[src/rtl/booth_mult_r4_hs.sv]
// booth_mult_r4_hs
// Radix-4 sequential Booth multiplier with valid/ready handshakes on both
// sides. Each operand is sign- or zero-extended to E = WIDTH+2 bits, so that
// unsigned operands are treated as positive signed values. The product is
// then E/2 recoded steps of a signed multiply.
//
// Parameters
//   WIDTH    operand width in bits (even, >= 4)
//   ISOLATE  1: operands are captured in a 1-deep stage before the core
//            0: the core loads straight from the input ports
//
// Ports
//   clk           clock, rising edge
//   rst_n         asynchronous active-low reset
//   flush         synchronous abort of the staged and in-flight operations
//   in_valid      operands and sign_mode are valid
//   in_ready      block accepts operands this cycle
//   multiplicand  operand A (WIDTH)
//   multiplier    operand B (WIDTH)
//   sign_mode     [1]=A signed, [0]=B signed
//   out_valid     product valid, held until out_ready
//   out_ready     consumer accepts the product
//   product       A*B (2*WIDTH)
//   busy          stage or core holds an operation
module booth_mult_r4_hs #(
    parameter int WIDTH   = 8,
    parameter int ISOLATE = 1
) (
    input  logic                 clk,
    input  logic                 rst_n,
    input  logic                 flush,
    input  logic                 in_valid,
    output logic                 in_ready,
    input  logic [WIDTH-1:0]     multiplicand,
    input  logic [WIDTH-1:0]     multiplier,
    input  logic [1:0]           sign_mode,
    output logic                 out_valid,
    input  logic                 out_ready,
    output logic [2*WIDTH-1:0]   product,
    output logic                 busy
);

    localparam int E    = WIDTH + 2;
    localparam int ITER = E / 2;
    localparam int CW   = $clog2(ITER);
    localparam logic [CW-1:0] LAST = CW'(ITER - 1);

    localparam logic [1:0] S_IDLE = 2'd0;
    localparam logic [1:0] S_CALC = 2'd1;
    localparam logic [1:0] S_DONE = 2'd2;

    logic [1:0]         state_q, state_d;
    logic [CW-1:0]      cnt_q, cnt_d;
    logic [E-1:0]       a_q, a_d;
    logic [E:0]         hi_q, hi_d;
    logic [E-1:0]       lo_q, lo_d;
    logic               qm1_q, qm1_d;
    logic [2*WIDTH-1:0] product_q, product_d;
    logic               rdy_en_q, rdy_en_d;

    logic               core_idle;
    logic               ld_go;
    logic [WIDTH-1:0]   ld_a, ld_b;
    logic [1:0]         ld_mode;
    logic               stage_full;

    function automatic logic [E-1:0] ext(input logic [WIDTH-1:0] v, input logic s);
        ext = {{2{s & v[WIDTH-1]}}, v};
    endfunction

    assign core_idle = (state_q == S_IDLE);

    generate
        if (ISOLATE != 0) begin : g_iso
            logic               stage_full_q, stage_full_d;
            logic [WIDTH-1:0]   stage_a_q, stage_a_d;
            logic [WIDTH-1:0]   stage_b_q, stage_b_d;
            logic [1:0]         stage_mode_q, stage_mode_d;

            always_comb begin
                stage_full_d = stage_full_q;
                stage_a_d    = stage_a_q;
                stage_b_d    = stage_b_q;
                stage_mode_d = stage_mode_q;
                if (flush) begin
                    stage_full_d = 1'b0;
                end else if (in_valid && in_ready) begin
                    stage_full_d = 1'b1;
                    stage_a_d    = multiplicand;
                    stage_b_d    = multiplier;
                    stage_mode_d = sign_mode;
                end else if (stage_full_q && core_idle) begin
                    // Contents move into the core on this edge.
                    stage_full_d = 1'b0;
                end
            end

            always_ff @(posedge clk or negedge rst_n) begin
                if (!rst_n) begin
                    stage_full_q <= 1'b0;
                    stage_a_q    <= '0;
                    stage_b_q    <= '0;
                    stage_mode_q <= '0;
                end else begin
                    stage_full_q <= stage_full_d;
                    stage_a_q    <= stage_a_d;
                    stage_b_q    <= stage_b_d;
                    stage_mode_q <= stage_mode_d;
                end
            end

            assign in_ready   = rdy_en_q & ~stage_full_q & ~flush;
            assign ld_go      = stage_full_q & core_idle & ~flush;
            assign ld_a       = stage_a_q;
            assign ld_b       = stage_b_q;
            assign ld_mode    = stage_mode_q;
            assign stage_full = stage_full_q;
        end else begin : g_direct
            assign in_ready   = rdy_en_q & core_idle & ~flush;
            assign ld_go      = in_valid & in_ready;
            assign ld_a       = multiplicand;
            assign ld_b       = multiplier;
            assign ld_mode    = sign_mode;
            assign stage_full = 1'b0;
        end
    endgenerate

    // One Booth step. The sum is formed one bit wider than the high half so
    // that adding +-2A can never wrap before the arithmetic shift.
    logic signed [E+1:0]   a1_sx, a2_sx, pp, sum;
    logic signed [2*E+2:0] shifted;
    logic [2*E+1:0]        step_acc;
    logic                  unused_top;

    assign a1_sx = {{2{a_q[E-1]}}, a_q};
    assign a2_sx = {a_q[E-1], a_q, 1'b0};

    always_comb begin
        pp = '0;
        case ({lo_q[1:0], qm1_q})
            3'b001, 3'b010: pp = a1_sx;
            3'b011:         pp = a2_sx;
            3'b100:         pp = -a2_sx;
            3'b101, 3'b110: pp = -a1_sx;
            default:        pp = '0;
        endcase
    end

    assign sum        = $signed({hi_q[E], hi_q}) + pp;
    assign shifted    = $signed({sum, lo_q, qm1_q}) >>> 2;
    // After the shift the top bit is only a copy of the sign.
    assign step_acc   = shifted[2*E+1:0];
    assign unused_top = shifted[2*E+2];

    always_comb begin
        state_d   = state_q;
        cnt_d     = cnt_q;
        a_d       = a_q;
        hi_d      = hi_q;
        lo_d      = lo_q;
        qm1_d     = qm1_q;
        product_d = product_q;
        rdy_en_d  = 1'b1;
        case (state_q)
            S_IDLE: begin
                if (ld_go) begin
                    a_d     = ext(ld_a, ld_mode[1]);
                    hi_d    = '0;
                    lo_d    = ext(ld_b, ld_mode[0]);
                    qm1_d   = 1'b0;
                    cnt_d   = '0;
                    state_d = S_CALC;
                end
            end
            S_CALC: begin
                {hi_d, lo_d, qm1_d} = step_acc;
                cnt_d = cnt_q + CW'(1);
                if (cnt_q == LAST) begin
                    state_d   = S_DONE;
                    product_d = step_acc[2*WIDTH:1];
                end
            end
            S_DONE: begin
                if (out_ready) begin
                    state_d = S_IDLE;
                end
            end
            default: state_d = S_IDLE;
        endcase
        // Abort wins over everything; the last product stays visible.
        if (flush) begin
            state_d = S_IDLE;
        end
    end

    always_ff @(posedge clk or negedge rst_n) begin
        if (!rst_n) begin
            state_q   <= S_IDLE;
            cnt_q     <= '0;
            a_q       <= '0;
            hi_q      <= '0;
            lo_q      <= '0;
            qm1_q     <= 1'b0;
            product_q <= '0;
            rdy_en_q  <= 1'b0;
        end else begin
            state_q   <= state_d;
            cnt_q     <= cnt_d;
            a_q       <= a_d;
            hi_q      <= hi_d;
            lo_q      <= lo_d;
            qm1_q     <= qm1_d;
            product_q <= product_d;
            rdy_en_q  <= rdy_en_d;
        end
    end

    assign out_valid = (state_q == S_DONE);
    assign product   = product_q;
    assign busy      = stage_full | ~core_idle;

endmodule

[config.mk]
export PLATFORM = sky130hd
export DESIGN_NAME = booth_mult_r4_hs
export DESIGN_NICKNAME = d
export VERILOG_FILES = /design/src/rtl/booth_mult_r4_hs.sv
export SDC_FILE = /design/constraint.sdc
export NUM_CORES = 1
export LEC_CHECK = 0
export BUFFER_PORTS_ARGS = -buffer_cell sky130_fd_sc_hd__buf_2
export CAP_MARGIN = 25
export CORE_AREA = 2 2 102 84
export DETAILED_ROUTE_END_ITERATION = 12
export DIE_AREA = 0 0 104 86
export PLACE_DENSITY = 0.73
export SETUP_SLACK_MARGIN = 0.15
export SYNTH_ARGS = -nofsm -noshare
export SYNTH_HDL_FRONTEND = slang
export SYNTH_SLANG_ARGS = --single-unit
[constraint.sdc]
create_clock -name clk -period 4.6 [get_ports clk]
set_clock_uncertainty 0.05 [all_clocks]
set_input_delay 0.92 -clock clk [delete_from_list [all_inputs] [get_ports clk]]
set_output_delay 0.92 -clock clk [all_outputs]
set_load 0.005 [all_outputs]
==> flow_metrics.py, run 1 <==
metrics = {
    "job": {
        "drv_cap": 0,
    },
    "route": {
        "wl_met3_um": 398,
        "drc": 0,
        "dr_wl_met2_um": 3360,
        "viasPerCell": 5.53,
        "drt.antenna.violating_nets": 0,
        "m1WireLength_um": 3950,
        "routed-via-count": 2980,
        "first_pass_iters": 4,
        "wl_um": 7810,
        "drt_iter0_markers": 132,
        "wire_per_inst_um": 14.5,
        "dr.max_layer_used": "met4",
    },
    "global_route": {
        "grt_max_degree": 38,
        "antenna_found_initial": 0,
        "grt_pass1_vias": 2835,
        "gr-usage-all-layers": 0.195,
        "grt_pass1_wl_um": 13900,
        "grt-ovfl-total": 0,
    },
    "placed_design": {
        "io_buffer_count": 41,
        "place.gp.congestion": 0.905,
        "place_hpwl_um": 5540,
    },
    "timing": {
        "fin_crit_ps": 3890,
        "post-route-period-util": 0.845,
        "final.setup.tns_ps": 0,
        "setup_viol": 0,
        "hold_viol": 0,
        "grt_setup_unrepaired": "no",
        "worst_slew_pin_slew_ps": 1020,
        "relSlewSlack": 0.321,
        "fmax_ghz": 0.257,
        "slew_violations": 0,
    },
    "cts": {
        "cts_hold_buffers": 0,
        "clock_sinks": 71,
        "cts_tree": "built",
        "clk_pin_slew_worst_paths_ps": 80,
        "cts_max_level": 3,
        "cts_resized": 0,
        "root_buffer": "clkbuf_8",
        "clk_path_buf_depth": 2,
        "clk_latency_ps": 350,
        "cts_buffers": 9,
        "post-cts-setup-buffers": 0,
    },
    "final_layout": {
        "fin_nets": 464,
        "layout_commonest_cell": "dfrtp_1",
        "fillers": 717,
        "final_cell_mix": "71 x dfrtp_1, 50 x nand2_1, 41 x buf_2, 35 x mux2_2, 31 x o21ai_0",
        "antenna_cells": 0,
        "syn2layout_area_growth_pct": 12.0,
        "drive_gt1_frac": 0.227,
    },
    "outcome": {
        "outcome": "complete, no violations",
    },
    "logic_synthesis": {
        "synthTopCellsByArea": "dfrtp_1 46%, mux2_2 10%, nand2_1 4.8%, ha_1 4.5%, o21ai_0 4.0%",
        "ys.warnings.count": 0,
        "synthMuxAreaShare": 0.122,
        "synth-xor-area-share": 0.0383,
        "yosys_most_used_dff": "dfrtp_1",
        "synth_top_area_share": 0.457,
        "synthArstFlopShare": 1.00,
        "synth_area_um2": 3890,
        "synth_top_family_by_area": "compound AO/OA/AOI/OAI gates",
        "syn-num-nets": 432,
        "yosysTopAreaCell": "dfrtp_1",
        "ys_seq_elements": 71,
        "synth_compound_area_frac": 0.168,
        "avgSynthCellArea_um2": 9.87,
        "syn_inst": 394,
        "synth_edf_count": 0,
        "yosys.area_share.simple": 0.127,
        "synth_fa_ha_area_frac": 0.0502,
        "synthDistinctLibCells": 48,
        "ys_seq_area_frac": 0.457,
    },
    "setup_path": {
        "cp_cell_sequence": "inv_1 > ha_1 > nor3b_2 > nand2_1 > mux2_2 > o22ai_1 > nand2_1 > o21ai_1 > ha_1 > a211o_1 > o21ai_0 > a21oi_1 > or3_1 > a211o_1 > o21ai_1",
        "critPathRequiredTime_ps": 4830,
        "cp-end-kind": "flop",
        "crit_slowest_cell": "dfrtp_1",
        "crit_fanout": 7,
        "crit_family": "compound AO/OA/AOI/OAI gates",
        "worstPathArrival_ps": 4120,
        "max_stage_delay_ps": 430,
        "path_class": "reg2reg",
        "cp_num_buf_inv": 1,
        "worstSetupStartpointType": "flop",
    },
    "floorplan": {
        "rows": 29,
        "die_w_um": 104,
        "chipHeight_um": 86,
        "core_area_um2": 7840,
        "dieArea_um2": 8940,
        "io_pins": 42,
        "initial_utilization": 0.496,
    },
    "hold_path": {
        "holdCritPathClass": "reg2reg",
    },
    "power": {
        "powerDensity_nw_per_um2": 674,
        "totalPowerFinal_mw": 2.94,
        "leakage_nw": 2.01,
        "ir_drop_mv": 0.285,
    },
}
[cells by family after synthesis]
group | after synthesis
AOI/OAI and AO/OA | 109
xor gates and xnor gates | 17
adders and majority gates | 15
buffers and inverters | 33
DFF | 71
muxes | 43
other | 1
and+or+nand+nor | 105
[stage by stage]
| step | area, µm² | cells | utilization | setup WS, ps | hold slack, ps |
|---|---|---|---|---|---|
| 6_report | 4360 | 539 | 0.556 | 713 | 429 |
| 5_1_grt | 4360 | 539 | 0.556 | 413 | 474 |
| 4_1_cts | 4360 | 539 | 0.556 | 748 | 435 |
| 3_5_place_dp | 4160 | 523 | 0.530 | 767 | 418 |
| 3_3_place_gp | 4160 | 523 | 0.530 | 938 | 408 |
| 2_1_floorplan | 3890 | 394 | - | 1230 | 396 |
[cell usage after synthesis (5+ instances only)]
| cell type | n |
|---|---|
| dfrtp_1 | 71 |
| nand2_1 | 50 |
| mux2_2 | 35 |
| o21ai_0 | 31 |
| a21oi_1 | 22 |
| nor2_1 | 21 |
| clkbuf_1 | 15 |
| ha_1 | 14 |
| o21ai_1 | 11 |
| o22ai_1 | 10 |
| xor2_1 | 10 |
| inv_1 | 9 |
| mux2i_1 | 8 |
| buf_2 | 7 |
| nand3_1 | 7 |
| xnor2_1 | 7 |
| a211oi_1 | 6 |
| nand2b_1 | 5 |
[flip-flops by register name, indices dropped and copies added, names as in the netlist]
| name | flops |
|---|---|
| product | 16 |
| hi_q | 10 |
| lo_q | 10 |
| a_q | 9 |
| g_iso.stage_a_q | 8 |
| g_iso.stage_b_q | 8 |
| cnt_q | 3 |
| g_iso.stage_mode_q | 2 |
| state_q | 2 |
| g_iso.stage_full_q | 1 |
| qm1_q | 1 |
| rdy_en_q | 1 |
[power by group]
group,switching [mW],total (mW),internal [mW]
Clock,0.239,0.504,0.265
Sequential,0.270,1.10,0.833
Combinational,0.713,1.33,0.616
Total,1.22,2.94,1.71
[worst register-to-register path: stages (launching register included)]
cell	delay, ps
dfrtp_1	430
inv_1	100
ha_1	200
nor3b_2	390
nand2_1	200
mux2_2	290
o22ai_1	160
nand2_1	70
o21ai_1	170
ha_1	340
a211o_1	330
o21ai_0	220
a21oi_1	110
or3_1	370
a211o_1	300
o21ai_1	80
[cell type report]
| type | instances | area [µm²] | share of cell area |
|---|---|---|---|
| clock buffer | 11 | 141 | 0.0325 |
| clock inverter | 5 | 57.6 | 0.0132 |
| inverter | 9 | 33.8 | 0.00776 |
| multi-input combinational | 290 | 1980 | 0.454 |
| sequential | 71 | 1780 | 0.408 |
| tap | 108 | 135 | 0.0310 |
| timing repair buffer | 45 | 235 | 0.0540 |
[metal layers]
metal | vias to the layer above | GRT usage
met1 | 1431 | 0.287
met2 | 68 | 0.277
met4 | 0 | 0.0651
met5 | - | 0
li1 | 1471 | -
met3 | 10 | 0.0524
[final timing paths]
kind / depth (start not counted) / end / startpoint / slack [ps]
min: 2 / product[14]$_DFFE_PN0P_ / product[14]$_DFFE_PN0P_ / 430
min reg2reg: 2 / product[14]$_DFFE_PN0P_ / product[14]$_DFFE_PN0P_ / 430
max reg2reg: 15 / hi_q[9]$_DFFE_PN0P_ / a_q[0]$_DFFE_PN0P_ / 710
max in group asynchronous: 2 / a_q[6]$_DFFE_PN0P_ / rst_n / 2930
max: 15 / hi_q[9]$_DFFE_PN0P_ / a_q[0]$_DFFE_PN0P_ / 710
min in group asynchronous: 1 / product[6]$_DFFE_PN0P_ / rst_n / 590
Note: power is estimated with default switching activity, not from simulation.
==> run 2: changes to the inputs <==
- ABC_AREA: unset -> 1
- CORE_AREA: 2 2 102 84 -> 2 2 101 84
- DIE_AREA: 0 0 104 86 -> 0 0 103 86
- PLACE_DENSITY: 0.73 -> 0.72
- clock period: 4.6 -> 4 ns (I/O delays scaled with it)
==> run 2 against run 1 <==
Effect of this change:
- synthesized area is 1.6% lower
- count of clock-buffer cells in the layout unchanged
- critical endpoint unchanged
- highest routed layer unchanged
- via count down 2.8%
==> flow_metrics.py, run 2 <==
metrics = {
    "cts": {
        "post-cts-setup-buffers": 0,
        "cts_tree": "built",
        "clock_sinks": 71,
        "clk_latency_ps": 350,
        "cts_hold_buffers": 0,
        "cts_resized": 0,
        "clk_pin_slew_worst_paths_ps": 80,
        "cts_buffers": 9,
        "root_buffer": "clkbuf_8",
        "cts_max_level": 3,
        "clk_path_buf_depth": 2,
    },
    "timing": {
        "hold-worst-slack_ps": 327,
        "fmax_ghz": 0.361,
        "post-route-period-util": 0.692,
        "relSlewSlack": 0.459,
        "fin_crit_ps": 2770,
        "hold_viol": 0,
        "worst_slack_ps": 1230,
        "worst_slew_pin_slew_ps": 809,
        "grt_setup_unrepaired": "no",
        "final.setup.tns_ps": 0,
        "slew_violations": 0,
        "setup_viol": 0,
    },
    "logic_synthesis": {
        "synthTopCellsByCount": "97 x nand2_1, 71 x dfrtp_1, 38 x inv_1",
        "ys_seq_area_frac": 0.465,
        "synthArstFlopShare": 1.00,
        "synth_top_area_share": 0.465,
        "synthTopCellsByArea": "dfrtp_1 46%, nand2_1 9.5%, mux2_2 5.0%, ha_1 4.6%, inv_1 3.7%",
        "ys.warnings.count": 0,
        "syn-num-nets": 452,
        "yosys_most_used_dff": "dfrtp_1",
        "synthDistinctLibCells": 44,
        "yosysMostFrequentCell": "nand2_1",
        "ys_seq_elements": 71,
        "yosysTopAreaCell": "dfrtp_1",
        "avgSynthCellArea_um2": 9.24,
        "synth_area_um2": 3820,
        "syn_inst": 414,
        "synth_edf_count": 0,
    },
    "setup_path": {
        "worstPathArrival_ps": 2960,
        "critPathRequiredTime_ps": 4190,
        "path_class": "reg2reg",
        "crit_slowest_cell": "dfrtp_1",
        "cp_cell_sequence": "inv_1 > ha_1 > nand2_2 > nor2_4 > xor2_1 > inv_1 > a21oi_1 > o21ai_0 > ha_1 > a21oi_1 > o21a_1 > nand2_1 > a21oi_1 > nand3_1 > nand3_1 > nand2_1",
        "critPathLaunch": "a_q[0]$_DFFE_PN0P_",
        "reg2reg_depth": 16,
        "max_stage_delay_ps": 390,
        "cp-endpoint": "hi_q[9]$_DFFE_PN0P_",
        "rrSetupSlack_ps": 1230,
        "r2r-start": "a_q[0]$_DFFE_PN0P_",
        "worstSetupStartpointType": "flop",
        "cp_common_cell": "a21oi_1",
        "crit_fanout": 3,
        "cp-end-kind": "flop",
        "reg2reg_to": "hi_q[9]$_DFFE_PN0P_",
    },
    "hold_path": {
        "holdCritPathClass": "in2async",
    },
    "floorplan": {
        "io_pins": 42,
        "dieArea_um2": 8860,
        "initial_utilization": 0.493,
        "die_w_um": 103,
        "rows": 29,
        "chipHeight_um": 86,
        "core_area_um2": 7760,
    },
    "global_route": {
        "antenna_found_initial": 0,
        "grt_pass1_vias": 2804,
        "grt_pass1_wl_um": 13300,
        "gr-usage-all-layers": 0.193,
        "grt-ovfl-total": 0,
        "grt_max_degree": 33,
    },
    "final_layout": {
        "layout_commonest_cell": "nand2_1",
        "largest_reg_flops": 16,
        "final_cell_mix": "97 x nand2_1, 71 x dfrtp_1, 41 x buf_2, 38 x inv_1, 20 x nor2_1",
        "fin_nets": 497,
        "fin_util": 0.563,
        "syn2layout_area_growth_pct": 14.3,
        "instances_no_fill": 572,
        "antenna_cells": 0,
        "drive_gt1_frac": 0.248,
    },
    "power": {
        "p_int_mw": 1.99,
        "ir_drop_mv": 0.399,
        "p_comb_frac": 0.459,
        "sequentialPowerShare": 0.327,
        "powerDensity_nw_per_um2": 772,
        "pwr-share-clk": 0.214,
        "leakage_nw": 2.16,
        "netSwitchingPower_mw": 1.39,
        "sw_frac_of_total": 0.411,
    },
    "route": {
        "wire_per_inst_um": 13.4,
        "drt.antenna.violating_nets": 0,
        "first_pass_iters": 4,
        "drc": 0,
        "wl_um": 7680,
        "routed-via-count": 2897,
        "drt_iter0_markers": 130,
        "viasPerCell": 5.06,
    },
    "placed_design": {
        "pre_cts_ws_ps": 1290,
        "place.gp.congestion": 0.927,
        "place_inst": 556,
        "place_hpwl_um": 5690,
        "io_buffer_count": 41,
    },
    "outcome": {
        "outcome": "complete, no violations",
    },
    "job": {
        "drv_cap": 0,
    },
}
[run 2: cell types whose count changed in the layout (fill, tap and decap cells not counted), moves of 5 or more]
| cell | change |
|---|---|
| a21oi_1 | -9 |
| mux2i_1 | -8 |
| mux2_2 | -18 |
| a211oi_1 | -6 |
| o22ai_1 | -5 |
| nand2_1 | +47 |
| o21ai_0 | -14 |
| o21ai_2 | +13 |
| inv_2 | +7 |
| inv_1 | +29 |
| nand3_1 | +10 |
| nand2b_1 | -5 |
[run 2: critical path: cells and delay by family (launching register included)]
kind	cells	cell delay [ps]
AOI/OAI and AO/OA	5	850
xor gates and xnor gates	1	150
adders and majority gates	2	540
buffers and inverters	2	190
DFF	1	390
and+or+nand+nor	6	500
[run 2: worst min-delay path by stage]
stage / from / to / slack [ps] / cells after the start
detailed placement: product[10]$_DFFE_PN0P_ / product[10]$_DFFE_PN0P_ / 410 / 2
finish: rst_n / g_iso.stage_a_q[5]$_DFFE_PN0P_ / 330 / 1
global placement: product[10]$_DFFE_PN0P_ / product[10]$_DFFE_PN0P_ / 410 / 2
global route: rst_n / g_iso.stage_a_q[7]$_DFFE_PN0P_ / 340 / 1
CTS: rst_n / g_iso.stage_a_q[5]$_DFFE_PN0P_ / 330 / 1
floorplan: g_iso.stage_a_q[0]$_DFFE_PN0P_ / a_q[0]$_DFFE_PN0P_ / 400 / 2
[run 2: power groups by stage]
stage	Sequential [mW]	Clock (mW)	Combinational, mW
4_1_cts	1.10	0.738	1.55
3_5_place_dp	1.11	0	1.54
3_3_place_gp	1.10	0	1.50
5_1_grt	1.13	0.778	1.76
6_report	1.10	0.722	1.55
2_1_floorplan	1.08	0	1.19
[run 2: cell type report]
class / count / area (µm²)
timing repair buffer: 44 / 240
inverter: 47 / 181
sequential: 71 / 1780
fill: 729 / 3390
multi-input combinational: 286 / 1780
clock buffer: 11 / 151
tap: 108 / 135
clock inverter: 5 / 104
[run 2: per-layer routing]
layer,up-vias,GRT usage,share of wire
met2,67,0.270,0.42
li1,1476,-,-
met3,13,0.0432,0.044
met4,0,0.0718,0.019
met1,1341,0.290,0.52
met5,-,0,0
[run 2: cell families (layout without fill, tap and decap cells)]
family	Yosys count	in the layout	synth area share
buffers and inverters	57	107	0.0694
and+or+nand+nor	157	157	0.190
other	1	1	0.000980
adders and majority gates	15	15	0.0510
AOI/OAI and AO/OA	84	84	0.147
DFF	71	71	0.465
xor gates and xnor gates	12	12	0.0275
muxes	17	17	0.0500
[run 2: through the flow]
step	cell area, µm²	power, mW
2_1_floorplan	3820	2.27
3_3_place_gp	4100	2.60
3_5_place_dp	4120	2.66
4_1_cts	4370	3.39
5_1_grt	4370	3.68
6_report	4370	3.38
